**src/rtl/instr_register_pkg.sv**
```systemverilog
// -----------------------------------------------------------------------------
// instr_register_pkg
// Shared types for the instruction register and everything that reads it.
//   address_t     : 5-bit register address (32 entries)
//   operand_t     : signed 32-bit operand
//   result_t      : signed 64-bit arithmetic result
//   opcode_t      : 4-bit opcode; encodings 8..15 are undefined
//   instruction_t : {opc, a, b} packed, opc in the most significant bits
// -----------------------------------------------------------------------------
package instr_register_pkg;

   localparam int unsigned NUM_REGS = 32;

   typedef logic [4:0]         address_t;
   typedef logic signed [31:0] operand_t;
   typedef logic signed [63:0] result_t;

   typedef enum logic [3:0] {
      ZERO  = 4'd0,
      PASSA = 4'd1,
      PASSB = 4'd2,
      ADD   = 4'd3,
      SUB   = 4'd4,
      MULT  = 4'd5,
      DIV   = 4'd6,
      MOD   = 4'd7
   } opcode_t;

   typedef struct packed {
      opcode_t  opc;
      operand_t a;
      operand_t b;
   } instruction_t;

endpackage

```
**src/rtl/instr_reader_alu.sv**
```systemverilog
// -----------------------------------------------------------------------------
// instr_reader_alu
// Purely combinational arithmetic for one instruction. Operands are signed
// 32-bit, widened to 64 bits before every operation so MULT keeps the full
// product and no sum/difference can overflow.
// Ports:
//   opcode      in   opcode_t   operation select
//   a, b        in   operand_t  signed operands
//   result      out  result_t   signed 64-bit result (0 for undefined opcodes)
//   div_by_zero out  1          DIV/MOD attempted with b == 0
// Configuration macro: INSTR_READER_DIV_EN
//   defined   : DIV/MOD implemented (truncating), b == 0 gives 0 + div_by_zero
//   undefined : DIV/MOD return 0 with div_by_zero = 0, no divider is built
// -----------------------------------------------------------------------------
module instr_reader_alu
   import instr_register_pkg::*;
(
   input  opcode_t  opcode,
   input  operand_t a,
   input  operand_t b,
   output result_t  result,
   output logic     div_by_zero
);

   result_t a_ext;
   result_t b_ext;

   assign a_ext = {{32{a[31]}}, a};
   assign b_ext = {{32{b[31]}}, b};

   always_comb begin
      result      = '0;
      div_by_zero = 1'b0;
      case (opcode)
         ZERO:  result = '0;
         PASSA: result = a_ext;
         PASSB: result = b_ext;
         ADD:   result = a_ext + b_ext;
         SUB:   result = a_ext - b_ext;
         MULT:  result = a_ext * b_ext;
`ifdef INSTR_READER_DIV_EN
         // 64-bit division so INT_MIN / -1 yields +2^31 instead of wrapping.
         DIV: begin
            if (b == '0) div_by_zero = 1'b1;
            else         result      = a_ext / b_ext;
         end
         MOD: begin
            if (b == '0) div_by_zero = 1'b1;
            else         result      = a_ext % b_ext;
         end
`endif
         default: result = '0;
      endcase
   end

endmodule

```
**src/rtl/instr_reader.sv**
```systemverilog
// -----------------------------------------------------------------------------
// instr_reader
// Walks a run of consecutive instruction-register entries, executes each one
// through instr_reader_alu and offers every result on a valid/ready port.
// Ports:
//   clk              in   1              rising-edge clock
//   reset            in   1              asynchronous, active-high
//   start            in   1              begin a run (sampled only in IDLE)
//   start_addr       in   address_t      first address of the run
//   num_instr        in   6              run length, 0..32
//   read_pointer     out  address_t      address presented to the register file
//   instruction_word in   instruction_t  combinational read data at read_pointer
//   result_valid     out  1              result offered
//   result_ready     in   1              consumer accepts result
//   result           out  result_t       signed 64-bit result
//   result_addr      out  address_t      address the result came from
//   result_opc       out  opcode_t       opcode of that instruction
//   div_by_zero      out  1              qualified by result_valid
//   busy             out  1              not IDLE
//   done             out  1              one-cycle pulse when a run finishes
// Configuration macro: INSTR_READER_DIV_EN (enables DIV/MOD in the ALU).
//
// Handshake: a result transfers on a rising clk edge where result_valid and
// result_ready are both high. While result_valid is high and ready is low,
// result, result_addr, result_opc, div_by_zero and read_pointer hold still.
// result_ready has no effect in any other state.
//
// FSM: IDLE -> FETCH -> EXEC -> OUTPUT -> (FETCH | DONE) -> IDLE.
// Every output is a register updated by the single FSM process.
// -----------------------------------------------------------------------------
module instr_reader
   import instr_register_pkg::*;
(
   input  logic         clk,
   input  logic         reset,
   input  logic         start,
   input  address_t     start_addr,
   input  logic [5:0]   num_instr,
   output address_t     read_pointer,
   input  instruction_t instruction_word,
   output logic         result_valid,
   input  logic         result_ready,
   output result_t      result,
   output address_t     result_addr,
   output opcode_t      result_opc,
   output logic         div_by_zero,
   output logic         busy,
   output logic         done
);

   typedef enum logic [2:0] {
      S_IDLE   = 3'd0,
      S_FETCH  = 3'd1,
      S_EXEC   = 3'd2,
      S_OUTPUT = 3'd3,
      S_DONE   = 3'd4
   } state_t;

   state_t       state;
   logic [5:0]   remaining;
   instruction_t instr_q;

   result_t alu_result;
   logic    alu_dbz;

   instr_reader_alu u_alu (
      .opcode      (instr_q.opc),
      .a           (instr_q.a),
      .b           (instr_q.b),
      .result      (alu_result),
      .div_by_zero (alu_dbz)
   );

   always_ff @(posedge clk or posedge reset) begin
      if (reset) begin
         state        <= S_IDLE;
         read_pointer <= '0;
         remaining    <= '0;
         instr_q      <= '0;
         result       <= '0;
         result_addr  <= '0;
         result_opc   <= ZERO;
         result_valid <= 1'b0;
         div_by_zero  <= 1'b0;
         busy         <= 1'b0;
         done         <= 1'b0;
      end else begin
         case (state)
            S_IDLE: begin
               if (start) begin
                  busy <= 1'b1;
                  if (num_instr != 6'd0) begin
                     read_pointer <= start_addr;
                     remaining    <= num_instr;
                     state        <= S_FETCH;
                  end else begin
                     // Empty run: no fetch, pointer untouched, straight to done.
                     done  <= 1'b1;
                     state <= S_DONE;
                  end
               end
            end

            S_FETCH: begin
               instr_q <= instruction_word;
               state   <= S_EXEC;
            end

            S_EXEC: begin
               result       <= alu_result;
               result_addr  <= read_pointer;
               result_opc   <= instr_q.opc;
               div_by_zero  <= alu_dbz;
               result_valid <= 1'b1;
               state        <= S_OUTPUT;
            end

            S_OUTPUT: begin
               if (result_ready) begin
                  result_valid <= 1'b0;
                  // 5-bit add wraps 31 -> 0 on its own.
                  read_pointer <= read_pointer + 5'd1;
                  remaining    <= remaining - 6'd1;
                  if (remaining == 6'd1) begin
                     done  <= 1'b1;
                     state <= S_DONE;
                  end else begin
                     state <= S_FETCH;
                  end
               end
            end

            S_DONE: begin
               done  <= 1'b0;
               busy  <= 1'b0;
               state <= S_IDLE;
            end

            default: state <= S_IDLE;
         endcase
      end
   end

endmodule

```
**config.mk**
```make
export PLATFORM = sky130hd
export DESIGN_NAME = instr_reader
export DESIGN_NICKNAME = d
export VERILOG_FILES = /design/src/rtl/instr_register_pkg.sv /design/src/rtl/instr_reader_alu.sv /design/src/rtl/instr_reader.sv
export SDC_FILE = /design/constraint.sdc
export NUM_CORES = 2
export LEC_CHECK = 0
export CAP_MARGIN = 15
export CORE_ASPECT_RATIO = 1.4
export CORE_MARGIN = 3
export CORE_UTILIZATION = 40
export CTS_CLUSTER_SIZE = 16
export DETAILED_ROUTE_END_ITERATION = 8
export HOLD_SLACK_MARGIN = 0.1
export REMOVE_ABC_BUFFERS = 1
export SYNTH_ARGS = -nofsm -noshare
export SYNTH_HDL_FRONTEND = slang
export SYNTH_SLANG_ARGS = --single-unit
```
**constraint.sdc**
```tcl
create_clock -name clk -period 7.3 [get_ports clk]
set_clock_uncertainty 0.1 [all_clocks]
set_input_delay 1.46 -clock clk [delete_from_list [all_inputs] [get_ports clk]]
set_output_delay 1.46 -clock clk [all_outputs]
set_load 0.05 [all_outputs]
```
==> results.yml <==
min_path:
  hold_depth: 2
  hold_class: "reg2reg"
grt:
  first_global_vias: 40890
  gr-total-overflow: 0
  grt_max_degree: 67
  antenna_found_initial: 10
  grt_pass1_wl_um: 248200
  grtUsageTotal_pct: 27.81
critical_path:
  endpoint_kind: "flip-flop"
  path_common_cell: "fa_1"
  rr_worst_depth: 29
  r2r-start: "instr_q[8]"
  worstSetupPathType: "reg2reg"
  max_stage_delay_ps: 580
  cp-start-kind: "flip-flop"
  crit_end: "result[63]"
  crit_slowest_cell: "fa_2"
  cp_max_fo: 6
  crit_start: "instr_q[8]"
  cp.arrival_ps: 8140
  r2r_end: "result[63]"
  r2r_slack_ps: -550
  required_ps: 7590
cells_and_area:
  fill_cells: 10610
  layout.nets: 7009
  area_growth_pct: 24.97
  drive_gt1_share_pct: 20.70
drt:
  ant_nets: 0
  vias: 37730
  viasPerCell: 5.315
  drc_errors: 0
  dr.pass1.iters: 9
  first_iter_violations: 2477
  routedWlPerCell_um: 23.19
  routed_wl_um: 164600
clock_tree:
  clk-insertion-delay-late_ps: 530
  clock-sinks: 158
  clk_path_buf_depth: 2
  hold_buffers: 0
  clkSlewWorstSetupHoldPaths_ps: 80
  htreeDepth: 4
  cts_root_buf: "clkbuf_16"
  cts_made_buffers: 17
  cts_tree: "yes"
timing:
  rsz0062_at_grt: "true"
  fmax_ghz: 0.1275
  drv_slew: 0
  relSlewSlack_pct: 34.19
  postLayoutSetupSlackWorst_ps: -546.2
  period_share_pct: 107.5
  min_period_ps: 7846
  final_hold_viol_count: 0
  finalSetupViolCount: 42
  worstMarginPinSlew_ps: 987.2
floorplan:
  die_h_um: 408.4
  ioPinCount: 165
  core-area_mm2: 0.1148
  num_rows: 147
  die_w_um: 293.4
  initial_core_util_pct: 40.31
  die-area_mm2: 0.1198
synthesis:
  synth-seq-cells: 158
  synth.most_common_cell: "fa_1"
  synth_warnings: 0
  ys_types: 96
  async_flop_share_pct: 100.0
  synth_edf_count: 0
  synth_commonest_cells: "fa_1, inv_1, nand2_1"
  yosysTopAreaCell: "fa_1"
  synth_top_area_share_pct: 46.91
  synth_cells: 4991
  synth_area_mm2: 0.04626
  seq_area_frac_synth_pct: 8.547
  netlist_top_cells_area: "fa_1, dfrtp_1, inv_1"
  ys.flop_type: "dfrtp_1"
  avgSynthCellArea_um2: 9.268
placed_design:
  dp_worst_setup_slack_ps: -1129
  place_congestion: 0.9610
  port_buffers: 163
  dp_hpwl_um: 136600
status:
  status: "finished, violations left"
  violations: "setup timing"
job:
  drv_cap: 0
-- what timing repair did --
action | CTS | global route
pin swaps | 130 | 167
hold endpoints to repair | 0 | 0
cloned | 2 | 5
endpoints found under the setup margin | 50 | 50
setup buffers | 36 | 35
gates resized for setup | 284 | 228
-- routing by layer --
layer  wire length [um]  vias up  GRT usage, %
met3               9876      429         3.977
li1                   -    16390             -
met5                 21        -             0
met1              59520    19600         32.53
met4              12780        4         16.66
met2              82450     1306         48.32
-- metrics by stage --
stage / cell area [um^2] / hold WS, ps / TNS, ps / instances / util [%]
2_1_floorplan: 45160 / 372.3 / -8108 / 4713 / -
3_3_place_gp: 54320 / 359.5 / -27070 / 6991 / 47.33
3_5_place_dp: 54320 / 361.5 / -29770 / 6991 / 47.33
4_1_cts: 56440 / 381.3 / -12680 / 7059 / 49.17
5_1_grt: 57800 / 403.0 / -22010 / 7094 / 50.36
6_report: 57810 / 379.1 / -12820 / 7098 / 50.37
-- flip-flops by register name (all words and copies together), names as in the netlist, 3 cells and up --
signal and flops:
instr_q 68, result 64, remaining 6, read_pointer 5, result_addr 5, result_opc 4, state 3
-- worst min-delay path by stage --
stage | from | end | slack [ps]
floorplan | remaining[5] | remaining[5] | 370
global route | result[30] | result[30] | 400
global placement | result_addr[0] | result_addr[0] | 360
CTS | result_opc[1] | result_opc[1] | 380
detailed placement | result_opc[1] | result_opc[1] | 360
finish | result_opc[1] | result_opc[1] | 380
-- critical path: cells and delay by family, from the launching register on --
| family | cells | cell delay [ps] |
|---|---|---|
| fa+ha+maj | 9 | 4250 |
| simple gates | 4 | 380 |
| buf+inv | 9 | 1190 |
| compound gates | 6 | 1050 |
| flops | 1 | 490 |
| mux | 1 | 230 |
-- logic make-up (layout without fill, tap and decap cells) --
logic type                 after synthesis  count (layout)  synth area share, %
and+or+nand+nor                       1454            1454                15.27
xor gates and xnor gates                67              67                1.269
buffers and inverters                 1303            1915                10.69
AOI/OAI and AO/OA                      630             630                9.478
adders and majority gates             1336            1336                53.73
muxes                                   42              42                1.006
DFF                                    158             158                8.547
other                                    1               6             0.008107
-- layout make-up --
type / count / area, um^2 / area share [%]
diodes: 5 / 12.51 / 0.02164
well taps: 1490 / 1864 / 3.225
clock buffers: 18 / 439.2 / 0.7597
repair buffers: 858 / 8254 / 14.28
clock inverters: 14 / 143.9 / 0.2489
inverters: 1025 / 3864 / 6.684
flip-flops and latches: 158 / 3976 / 6.878
multi-input cells: 3530 / 39250 / 67.90
-- layout by cell type (no fill, tap or decap), types with 36 or more instances in the layout --
cell type	synthesis	layout
a21o_1	43	43
a21oi_1	142	111
and2_1	478	450
buf_12	0	82
buf_4	5	541
buf_6	2	63
clkdlybuf4s50_1	0	163
dfrtp_1	158	140
fa_1	1084	1028
fa_2	0	56
ha_1	252	217
inv_1	1023	987
mux2_2	36	36
nand2_1	650	631
nor2_1	158	145
o21ai_0	151	114
Power is left out: the tool's default activity adds up to more than one toggle a clock period on the data nets, which glitch-free logic cannot reach.
